--- config.mk ---
export PLATFORM = sky130hd
export DESIGN_NAME = cpu_mc
export DESIGN_NICKNAME = d
export VERILOG_FILES = /design/src/rtl/cpu_mc.sv
export SDC_FILE = /design/constraint.sdc
export NUM_CORES = 1
export LEC_CHECK = 0
export ABC_CLOCK_PERIOD_IN_PS = 5000
export CAP_MARGIN = 20
export CORE_ASPECT_RATIO = 1.5
export CORE_UTILIZATION = 35
export CTS_CLUSTER_SIZE = 8
export DETAILED_ROUTE_END_ITERATION = 10
export PLACE_DENSITY_LB_ADDON = 0.25
export SETUP_SLACK_MARGIN = 0.05
export SLEW_MARGIN = 15
export SYNTH_ARGS = -nofsm -noshare
export SYNTH_HDL_FRONTEND = slang
export SYNTH_SLANG_ARGS = --single-unit
--- constraint.sdc ---
create_clock -name CLK -period 5 [get_ports CLK]
set_input_delay 0.5 -clock CLK [delete_from_list [all_inputs] [get_ports CLK]]
set_output_delay 0.5 -clock CLK [all_outputs]
set_load 0.02 [all_outputs]
--- src/rtl/cpu_mc.sv ---
// Multi-cycle CPU core: handshake fetch, 3-state execute pipeline, register file and ALU.
// Optional multiply (opcode 0x0B) enabled by defining CPU_MULT_EN.
module cpu_mc #(
    parameter int DATA_W     = 8,
    parameter int REG_ADDR_W = 3,
    parameter int PC_W       = 32
) (
    input  logic            CLK,
    input  logic            RESET,
    output logic            INSTR_REQ,
    output logic [PC_W-1:0] INSTR_ADDR,
    input  logic [31:0]     INSTRUCTION,
    input  logic            INSTR_READY,
    output logic            RETIRE,
    output logic            ILLEGAL,
    output logic [PC_W-1:0] PC
);

    localparam int          NREG = 2 ** REG_ADDR_W;
    localparam logic [31:0] DW_U = 32'(DATA_W);

    localparam logic [7:0] OP_LOADI = 8'h00;
    localparam logic [7:0] OP_MOV   = 8'h01;
    localparam logic [7:0] OP_ADD   = 8'h02;
    localparam logic [7:0] OP_SUB   = 8'h03;
    localparam logic [7:0] OP_AND   = 8'h04;
    localparam logic [7:0] OP_OR    = 8'h05;
    localparam logic [7:0] OP_J     = 8'h06;
    localparam logic [7:0] OP_BEQ   = 8'h07;
    localparam logic [7:0] OP_BNE   = 8'h08;
    localparam logic [7:0] OP_SLL   = 8'h09;
    localparam logic [7:0] OP_SRL   = 8'h0A;
`ifdef CPU_MULT_EN
    localparam logic [7:0] OP_MUL   = 8'h0B;
`endif

    typedef enum logic [1:0] {
        S_RST   = 2'd0,
        S_FETCH = 2'd1,
        S_EXEC  = 2'd2,
        S_WB    = 2'd3
    } state_t;

    state_t              r_state;
    logic [31:0]         r_ir;
    logic [PC_W-1:0]     r_pc;
    logic [PC_W-1:0]     r_next_pc;
    logic [PC_W-1:0]     r_addr;
    logic [DATA_W-1:0]   r_alu;
    logic                r_wen;
    logic                r_req;
    logic                r_retire;
    logic                r_illegal;
    logic [DATA_W-1:0]   r_regs [0:NREG-1];

    logic [7:0]            w_opcode;
    logic [REG_ADDR_W-1:0] w_rd_idx;
    logic [REG_ADDR_W-1:0] w_rs1_idx;
    logic [REG_ADDR_W-1:0] w_rs2_idx;
    logic [DATA_W-1:0]     w_rs1_val;
    logic [DATA_W-1:0]     w_rs2_val;
    logic [DATA_W-1:0]     w_imm;
    logic                  w_shamt_ok;
    logic [PC_W-1:0]       w_offset;
    logic [PC_W-1:0]       w_pc_plus4;
    logic [PC_W-1:0]       w_target;
    logic [DATA_W-1:0]     w_result;
    logic                  w_wen;
    logic                  w_illegal;
    logic                  w_taken;
    logic [PC_W-1:0]       w_next_pc;
    logic                  w_unused;
`ifdef CPU_MULT_EN
    logic [DATA_W-1:0]     w_mul;
`endif

    assign w_opcode   = r_ir[31:24];
    assign w_rd_idx   = r_ir[16 +: REG_ADDR_W];
    assign w_rs1_idx  = r_ir[8 +: REG_ADDR_W];
    assign w_rs2_idx  = r_ir[0 +: REG_ADDR_W];
    assign w_rs1_val  = r_regs[w_rs1_idx];
    assign w_rs2_val  = r_regs[w_rs2_idx];
    assign w_imm      = DATA_W'($signed(r_ir[7:0]));
    assign w_shamt_ok = ({24'd0, r_ir[7:0]} < DW_U);
    // Branch offset counts words, so it is sign-extended then scaled by 4.
    assign w_offset   = PC_W'($signed(r_ir[23:16])) << 2;
    assign w_pc_plus4 = r_pc + PC_W'(4);
    assign w_target   = w_pc_plus4 + w_offset;
    assign w_unused   = &{1'b0, r_ir[15:8], r_ir[23:16]};
`ifdef CPU_MULT_EN
    assign w_mul      = w_rs1_val * w_rs2_val;
`endif

    // Instruction decode and ALU evaluated from the latched instruction word
    always_comb begin
        w_result  = {DATA_W{1'b0}};
        w_wen     = 1'b0;
        w_illegal = 1'b0;
        w_taken   = 1'b0;
        case (w_opcode)
            OP_LOADI: begin
                w_result = w_imm;
                w_wen    = 1'b1;
            end
            OP_MOV: begin
                w_result = w_rs2_val;
                w_wen    = 1'b1;
            end
            OP_ADD: begin
                w_result = w_rs1_val + w_rs2_val;
                w_wen    = 1'b1;
            end
            OP_SUB: begin
                w_result = w_rs1_val - w_rs2_val;
                w_wen    = 1'b1;
            end
            OP_AND: begin
                w_result = w_rs1_val & w_rs2_val;
                w_wen    = 1'b1;
            end
            OP_OR: begin
                w_result = w_rs1_val | w_rs2_val;
                w_wen    = 1'b1;
            end
            OP_J: begin
                w_taken = 1'b1;
            end
            OP_BEQ: begin
                w_taken = (w_rs1_val == w_rs2_val);
            end
            OP_BNE: begin
                w_taken = (w_rs1_val != w_rs2_val);
            end
            OP_SLL: begin
                if (w_shamt_ok) begin
                    w_result = w_rs1_val << r_ir[7:0];
                end else begin
                    w_result = {DATA_W{1'b0}};
                end
                w_wen = 1'b1;
            end
            OP_SRL: begin
                if (w_shamt_ok) begin
                    w_result = w_rs1_val >> r_ir[7:0];
                end else begin
                    w_result = {DATA_W{1'b0}};
                end
                w_wen = 1'b1;
            end
`ifdef CPU_MULT_EN
            OP_MUL: begin
                w_result = w_mul;
                w_wen    = 1'b1;
            end
`endif
            default: begin
                w_illegal = 1'b1;
            end
        endcase
    end

    // Next program counter selection
    always_comb begin
        w_next_pc = w_pc_plus4;
        if (w_taken) begin
            w_next_pc = w_target;
        end else begin
            w_next_pc = w_pc_plus4;
        end
    end

    // Control FSM, architectural state and registered outputs
    always_ff @(posedge CLK or negedge RESET) begin
        if (!RESET) begin
            r_state   <= S_RST;
            r_ir      <= 32'd0;
            r_pc      <= {PC_W{1'b0}};
            r_next_pc <= {PC_W{1'b0}};
            r_addr    <= {PC_W{1'b0}};
            r_alu     <= {DATA_W{1'b0}};
            r_wen     <= 1'b0;
            r_req     <= 1'b0;
            r_retire  <= 1'b0;
            r_illegal <= 1'b0;
            for (int i = 0; i < NREG; i++) begin
                r_regs[i] <= {DATA_W{1'b0}};
            end
        end else begin
            case (r_state)
                S_RST: begin
                    r_req   <= 1'b1;
                    r_addr  <= r_pc;
                    r_state <= S_FETCH;
                end
                S_FETCH: begin
                    if (INSTR_READY) begin
                        r_ir    <= INSTRUCTION;
                        r_req   <= 1'b0;
                        r_state <= S_EXEC;
                    end else begin
                        r_state <= S_FETCH;
                    end
                end
                S_EXEC: begin
                    r_alu     <= w_result;
                    r_wen     <= w_wen;
                    r_next_pc <= w_next_pc;
                    r_retire  <= 1'b1;
                    r_illegal <= w_illegal;
                    r_state   <= S_WB;
                end
                S_WB: begin
                    // The write lands on the edge leaving S_WB, so a reset during S_WB drops it.
                    if (r_wen) begin
                        r_regs[w_rd_idx] <= r_alu;
                    end
                    r_pc      <= r_next_pc;
                    r_addr    <= r_next_pc;
                    r_req     <= 1'b1;
                    r_retire  <= 1'b0;
                    r_illegal <= 1'b0;
                    r_wen     <= 1'b0;
                    r_state   <= S_FETCH;
                end
                default: begin
                    r_state <= S_RST;
                end
            endcase
        end
    end

    assign INSTR_REQ  = r_req;
    assign INSTR_ADDR = r_addr;
    assign PC         = r_pc;
    assign RETIRE     = r_retire;
    assign ILLEGAL    = r_illegal;

endmodule

==> results.md, run 1 <==
- Effective utilization at floorplan: 35.74%
- Kind of critical path: register to register
- Highest clock frequency the design can meet: 239.8 MHz
- Max stage delay on crit path: 0.90 ns
- Peak supply drop: 0.0004599 V
- Total via count in the routed design: 9,505
- Ys Warns: 0
- Clock Latency Late Sink: 0.56 ns
- RSZ-0062 raised after global routing: no
- Global placement routability congestion: 0.9096
- Global routing usage summed across all routing layers: 19.52%
- Post-synthesis async set-or-reset flop share: 100.0%
- TritonCTS clock tree: built
- Post-CTS Setup Bufs: 0
- Synth top area share: 39.85%
- Final nets: 1,357
- Average vias per placed instance: 5.494
- Detailed-route DRC error count: 0
- Final critical-path setup slack: 0.8290 ns
- Sort of element at the start of the critical path: register
- Setup WS pre-CTS: 0.8589 ns
- IO Count: 102
- Pin count of the biggest net entering global routing: 110
- Clock root buffer: sky130_fd_sc_hd__clkbuf_16
- Antenna violations before repair: 0
- Flip-flop and latch count after synthesis: 201
- Number of nets with antenna violations after routing: 0
- Core box area: 35,310 um^2
- Ordered list of cells on the worst path: buf_4, mux4_2, mux2_2, inv_1, ha_1, or4_1, o21ai_0, o31a_1, o211ai_1, buf_4, buf_4, nor2_1, a21oi_1, o21ai_0
- Post-CTS resize count: 0
- Global-route wire length before repair: 55.06 mm
- Starting DRT DRC Count: 442
- Critical path's slowest cell: sky130_fd_sc_hd__dfrtp_1
- Drt wl/cell: 20.23 um
- Hold buffer count at cts: 0
- Die width: 157.1 um
- Reg clk slew, reported paths: 0.06 ns
- Total number of placement rows: 84
- Net count of the mapped netlist: 1,246
- Vias in the first global route: 9,863
- Commonest register cell after synthesis: sky130_fd_sc_hd__dfrtp_1
- CP Capture Type: register
- Final Max Slew Viols: 0
- Buffers from clock root to sink, at most: 3
- Diodes inserted: 0
- Die ar.: 36,840 um^2
- Final Hold Vio Count: 0
- Clock net sink count: 201
- Signed area change from the synthesized netlist to the final layout: 18.01%
- Run status: finished clean
- Number of input and output port buffers inserted: 96
- Data arrival at the endpoint of the critical path: 4.63 ns
- Most frequent cells after synthesis: sky130_fd_sc_hd__dfrtp_1, sky130_fd_sc_hd__mux2_2, sky130_fd_sc_hd__nor2_1
- Die height: 234.6 um
- # setup viols final: 0
- Layout cell share with drive strength beyond 1: 21.80%
- Post-synthesis instance area: 12,620 um^2
- Most used cell along the critical path: sky130_fd_sc_hd__buf_4
- Hold slack final: 0.02838 ns
- Non-filler cells, final: 1,730
- Areal power density over the cells: 499.9 nW/um^2
- Critical path data required time: 5.46 ns
- EDFF count, synth: 0
- Path category of the worst min-delay check: input port to asynchronous set/reset pin
- Synth area leaders: sky130_fd_sc_hd__dfrtp_1, sky130_fd_sc_hd__mux2_2, sky130_fd_sc_hd__ha_1
- Max Clock Skew: 0.01379 ns
- Final-layout setup total negative slack: 0 ns
- Dpl hpwl: 25.39 mm
- Transition time at the pin with the least slew margin: 1.077 ns
- Detailed-routing iteration count for the pre-antenna-repair pass: 5
- Final WL: 35.00 mm
- Highest fanout seen on the critical path: 27
- Max_slew headroom: 27.95%
- CTS H-tree depth: 1
- Seq/Total Area, Yosys: 39.85%
- Final worst path period share: 83.42%
- Post-Place Cells: 1,698
- Synth area leader: sky130_fd_sc_hd__dfrtp_1
- Most numerous cell in the Yosys netlist: sky130_fd_sc_hd__dfrtp_1
- Number of distinct library cell variants in the gate-level netlist after synthesis: 77
- Final critical delay including setup and external delays: 4.171 ns
- Pleak: 6.347 nW
- Number of clock buffers inserted by TritonCTS: 29
- Max cap viols: 0
- Post-Synthesis Mean Instance Area: 11.02 um^2
- GR Overflow Total: 0
- Post-synthesis cell count: 1,145
through the flow:
step,util (%),area (um^2),power (W)
5_1_grt,42.18,14900,0.007938
6_report,42.18,14900,0.007446
3_5_place_dp,40.03,14140,0.005746
3_3_place_gp,40.03,14140,0.005729
2_1_floorplan,-,12620,0.004698
4_1_cts,42.18,14900,0.007525
where the power goes:
part | leakage, nW | switching [W] | total [W] | internal [W]
Clock | 0.372 | 0.000705 | 0.00172 | 0.00102
Sequential | 2.53 | 0.000417 | 0.00238 | 0.00196
Combinational | 3.44 | 0.00179 | 0.00334 | 0.00155
cell usage in the layout, fill, tap and decap left out, drive strengths merged, types with 4 or more instances in the layout:
| master | count |
|---|---|
| mux2 | 162 |
| a21oi | 74 |
| o31ai | 5 |
| nor2 | 88 |
| a21o | 17 |
| and2 | 4 |
| mux2i | 23 |
| a211oi | 6 |
| a22oi | 4 |
| o21bai | 4 |
| inv | 39 |
| and3 | 7 |
| nand2b | 12 |
| o211ai | 17 |
| or3 | 7 |
| mux4 | 34 |
| a31oi | 8 |
| nand4 | 10 |
| ha | 63 |
| xnor2 | 40 |
| nand2 | 76 |
| a41oi | 6 |
| xor2 | 18 |
| nor2b | 11 |
| or4 | 5 |
| buf | 31 |
| clkdlybuf4s50 | 95 |
| a221oi | 6 |
| o22ai | 5 |
| o221ai | 5 |
| nor4 | 7 |
| o21a | 4 |
| o21ai | 42 |
| nor3 | 22 |
| clkbuf | 31 |
| nand3 | 27 |
| dfrtp | 201 |
flip-flops by register name (all words and copies together), names as in the netlist:
name        count
PC             32
r_ir           27
ILLEGAL         1
r_state         2
r_alu           8
INSTR_ADDR     32
r_regs         64
INSTR_REQ       1
RETIRE          1
r_wen           1
r_next_pc      32
path summary, 6_finish.rpt:
path / slack (ns) / cells after the start / start / end
worst max-delay path: 0.83 / 14 / r_ir[1] / r_next_pc[4]
worst max register to register: 0.83 / 14 / r_ir[1] / r_next_pc[4]
min in group CLK: 0.48 / 2 / r_next_pc[28] / r_next_pc[28]
max in group asynchronous: 3.91 / 2 / RESET / r_alu[0]
worst min-delay path: 0.03 / 1 / RESET / INSTR_ADDR[24]
worst min register to register: 0.48 / 2 / r_next_pc[28] / r_next_pc[28]
per-layer routing:
metal  vias to the layer above  GRT usage (%)  wire, um  share of wire [%]
met5                         -              0         0                  0
met4                         0          8.404      1234                3.5
met3                        61          2.191      1107                3.2
met2                       201          38.19     19420                 56
met1                      4797          20.78     13230                 38
li1                       4446              -         -                  -
cells by family after synthesis:
logic type,synth area share [%]
flops,39.85
xor+xnor,4.025
fa+ha+maj,6.721
simple gates,10.96
mux,23.04
compound gates,11.87
buf+inv,3.539
area by class of cell:
type | instances | area, um^2
fillers | 3468 | 20420
multi-input cells | 859 | 7151
well taps | 473 | 591.8
flip-flops and latches | 201 | 5030
inverters | 38 | 142.6
clock inverters | 2 | 28.78
clock buffers | 30 | 729.5
repair buffers | 127 | 1222
worst max-delay path: cells and delay by family (launching register included):
| kind | cells | cell delay [ns] |
|---|---|---|
| and+or+nand+nor | 2 | 0.69 |
| buffers and inverters | 4 | 0.81 |
| AOI/OAI and AO/OA | 5 | 0.76 |
| muxes | 2 | 0.63 |
| adders and majority gates | 1 | 0.24 |
| DFF | 1 | 0.90 |
Power figures use the tool's default switching activity.
==> run 2: changes to the inputs <==
- ABC_CLOCK_PERIOD_IN_PS: 5000 -> 4210
- clock period: 5 -> 4.21 ns (I/O delays scaled with it)
==> run 2 against run 1 <==
Net effect:
- global-route usage shrank 0.21 points
- wire length shrank 0.93%
- flip-flop and latch count is the same
- sequential share of layout area shrank 0.46 points
==> results.md, run 2 (synthesized netlist as in run 1, its figures left out) <==
- Run status: finished clean (unchanged)
- Total via count in the routed design: 9,549 (was 9,505)
- Final Hold Vio Count: 0 (unchanged)
- Sort of element at the start of the critical path: register (unchanged)
- Ordered list of cells on the worst path: nand3_1, or4_4, or2_4, xnor2_1, ha_1, nor3_1, nor2_1, a32oi_1, o211ai_1, a221o_1, xnor2_1, o21a_1, o31ai_1 (was buf_4, mux4_2, mux2_2, inv_1, ha_1, or4_1, o21ai_0, o31a_1, o211ai_1, buf_4, buf_4, nor2_1, a21oi_1, o21ai_0)
- Clock Latency Late Sink: 0.56 ns (about the same)
- Buffers from clock root to sink, at most: 3 (unchanged)
- Hold_sp: INSTRUCTION[27]
- Reg clk slew, reported paths: 0.05 ns (was 0.06 ns)
- Antenna violations before repair: 0 (unchanged)
- Max stage delay on crit path: 0.61 ns (was 0.90 ns)
- Clock root buffer: sky130_fd_sc_hd__clkbuf_16 (unchanged)
- Detailed-route DRC error count: 0 (unchanged)
- CTS H-tree depth: 1 (unchanged)
- Transition time at the pin with the least slew margin: 1.062 ns (was 1.077 ns)
- Worst reg2reg path endpoint: r_next_pc[31] (was r_next_pc[4])
- Final nets: 1,374 (was 1,357)
- Starting DRT DRC Count: 534 (was 442)
- Core box area: 35,310 um^2 (unchanged)
- Most used cell along the critical path: sky130_fd_sc_hd__xnor2_1 (was sky130_fd_sc_hd__buf_4)
- Number of input and output port buffers inserted: 96 (unchanged)
- Data arrival at the endpoint of the critical path: 4.37 ns (was 4.63 ns)
- Die height: 234.6 um (unchanged)
- Die ar.: 36,840 um^2 (unchanged)
- Max cap viols: 0 (unchanged)
- Number of clock buffers inserted by TritonCTS: 29 (unchanged)
- Final critical delay including setup and external delays: 3.924 ns (was 4.171 ns)
- Global routing usage summed across all routing layers: 19.31% (was 19.52%)
- Critical path's slowest cell: sky130_fd_sc_hd__or4_4 (was sky130_fd_sc_hd__dfrtp_1)
- Highest fanout seen on the critical path: 5 (was 27)
- Path category of the worst min-delay check: input port to register (was input port to asynchronous set/reset pin)
- Global-route wire length before repair: 55.02 mm (was 55.06 mm)
- Signed area change from the synthesized netlist to the final layout: 19.63% (was 18.01%)
- CP Capture Type: register (unchanged)
- IO Count: 102 (unchanged)
- GR Overflow Total: 0 (unchanged)
- Total number of placement rows: 84 (unchanged)
- End point of the worst hold path: r_ir[27]
- Hold Path Stages: 2
- Die width: 157.1 um (unchanged)
- TritonCTS clock tree: built (unchanged)
- Average vias per placed instance: 5.466 (was 5.494)
- R2r setup slk: 0.29 ns (was 0.83 ns)
- R2R depth: 13 (was 14)
- Commonest cells after routing, fill and taps aside: sky130_fd_sc_hd__dfrtp_1, sky130_fd_sc_hd__mux2_2, sky130_fd_sc_hd__clkdlybuf4s50_1 (unchanged)
- Final worst path period share: 93.20% (was 83.42%)
- Most flops, register: r_regs (unchanged)
- Final Max Slew Viols: 0 (unchanged)
- Critical path data required time: 4.65 ns (was 5.46 ns)
- Vias in the first global route: 9,959 (was 9,863)
- Final-layout setup total negative slack: 0 ns (unchanged)
- Detailed-routing iteration count for the pre-antenna-repair pass: 6 (was 5)
- Max_slew headroom: 28.95% (was 27.95%)
- Hold slack final: 0.4757 ns (was 0.02838 ns)
- Global placement routability congestion: 0.8853 (was 0.9096)
- Areal power density over the cells: 593.9 nW/um^2 (was 499.9 nW/um^2)
- Max Clock Skew: 0.02333 ns (was 0.01379 ns)
- Drt wl/cell: 19.84 um (was 20.23 um)
- Pin count of the biggest net entering global routing: 103 (was 110)
- Diodes inserted: 0 (unchanged)
- Effective utilization at floorplan: 35.74% (unchanged)
- Flip-flop count of the largest register, all copies and words added: 64 (unchanged)
- Pleak: 6.453 nW (was 6.347 nW)
- Reg2reg start: PC[6] (was r_ir[1])
- Clock net sink count: 201 (unchanged)
- Final WL: 34.67 mm (was 35.00 mm)
- Highest clock frequency the design can meet: 254.9 MHz (was 239.8 MHz)
- Most common cell after layout, fill and taps aside: sky130_fd_sc_hd__dfrtp_1 (unchanged)
- RSZ-0062 raised after global routing: no (unchanged)
- Dpl hpwl: 25.20 mm (was 25.39 mm)
- Peak supply drop: 0.0004243 V (was 0.0004599 V)
- # setup viols final: 0 (unchanged)
- Layout cell share with drive strength beyond 1: 23.23% (was 21.80%)
- Kind of critical path: register to register (unchanged)
- Number of nets with antenna violations after routing: 0 (unchanged)
run 2: what timing repair did:
| action | in CTS | in global routing |
|---|---|---|
| buffers inserted | 0 | 1 |
| endpoints found under the setup margin | 0 | 3 |
| gates resized for setup | 0 | 7 |
| hold buffers | 1 | 0 |
| hold endpoints to repair | 4 | 0 |
run 2: worst max path at each step:
stage               start       endpoint
floorplan           PC[2]  r_next_pc[31]
global placement    PC[6]  r_next_pc[31]
detailed placement  PC[6]  r_next_pc[31]
CTS                 PC[6]  r_next_pc[31]
global route        PC[6]  r_next_pc[31]
finish              PC[6]  r_next_pc[31]
run 2: metrics by stage:
stage	total power, W	cells	area [um^2]	setup WS [ns]	util, %
after floorplan	0.005579	1145	12620	0.5265	-
after global placement	0.006913	1712	14280	0.2632	40.44
after detailed placement	0.006929	1712	14280	0.2230	40.44
after CTS	0.009038	1745	15050	0.1844	42.61
after global routing	0.009548	1747	15100	0.05290	42.76
final	0.008968	1747	15100	0.2864	42.76
run 2: final cells by class:
cell class                 instances  area, um^2
fill                            3493       20210
multi-input combinational        859        7183
sequential                       201        5030
timing repair buffer             144        1394
clock buffer                      30       729.5
tap                              473       591.8
inverter                          38       142.6
clock inverter                     2       28.78
run 2: per-layer routing:
| metal | wire [um] | up-vias | share of wire (%) | GRT usage, % |
|---|---|---|---|---|
| met5 | 0 | - | 0 | 0 |
| met4 | 1671 | 0 | 4.8 | 9.314 |
| met3 | 1069 | 80 | 3.1 | 2.246 |
| met2 | 18550 | 195 | 54 | 36.18 |
| met1 | 13380 | 4789 | 39 | 21.48 |
| li1 | - | 4485 | - | - |
run 2: power breakdown:
group	switching, W	internal (W)	leakage [nW]
logic	0.00223	0.00194	3.55
registers	0.000427	0.00233	2.53
clock network	0.000828	0.00121	0.372
total	0.00349	0.00548	6.45
run 2: worst max-delay path, delay by kind of cell, from the launching register on:
family,cells,cell delay (ns)
and+or+nand+nor,5,1.40
AOI/OAI and AO/OA,5,1.23
DFF,1,0.42
xor gates and xnor gates,2,0.40
adders and majority gates,1,0.36
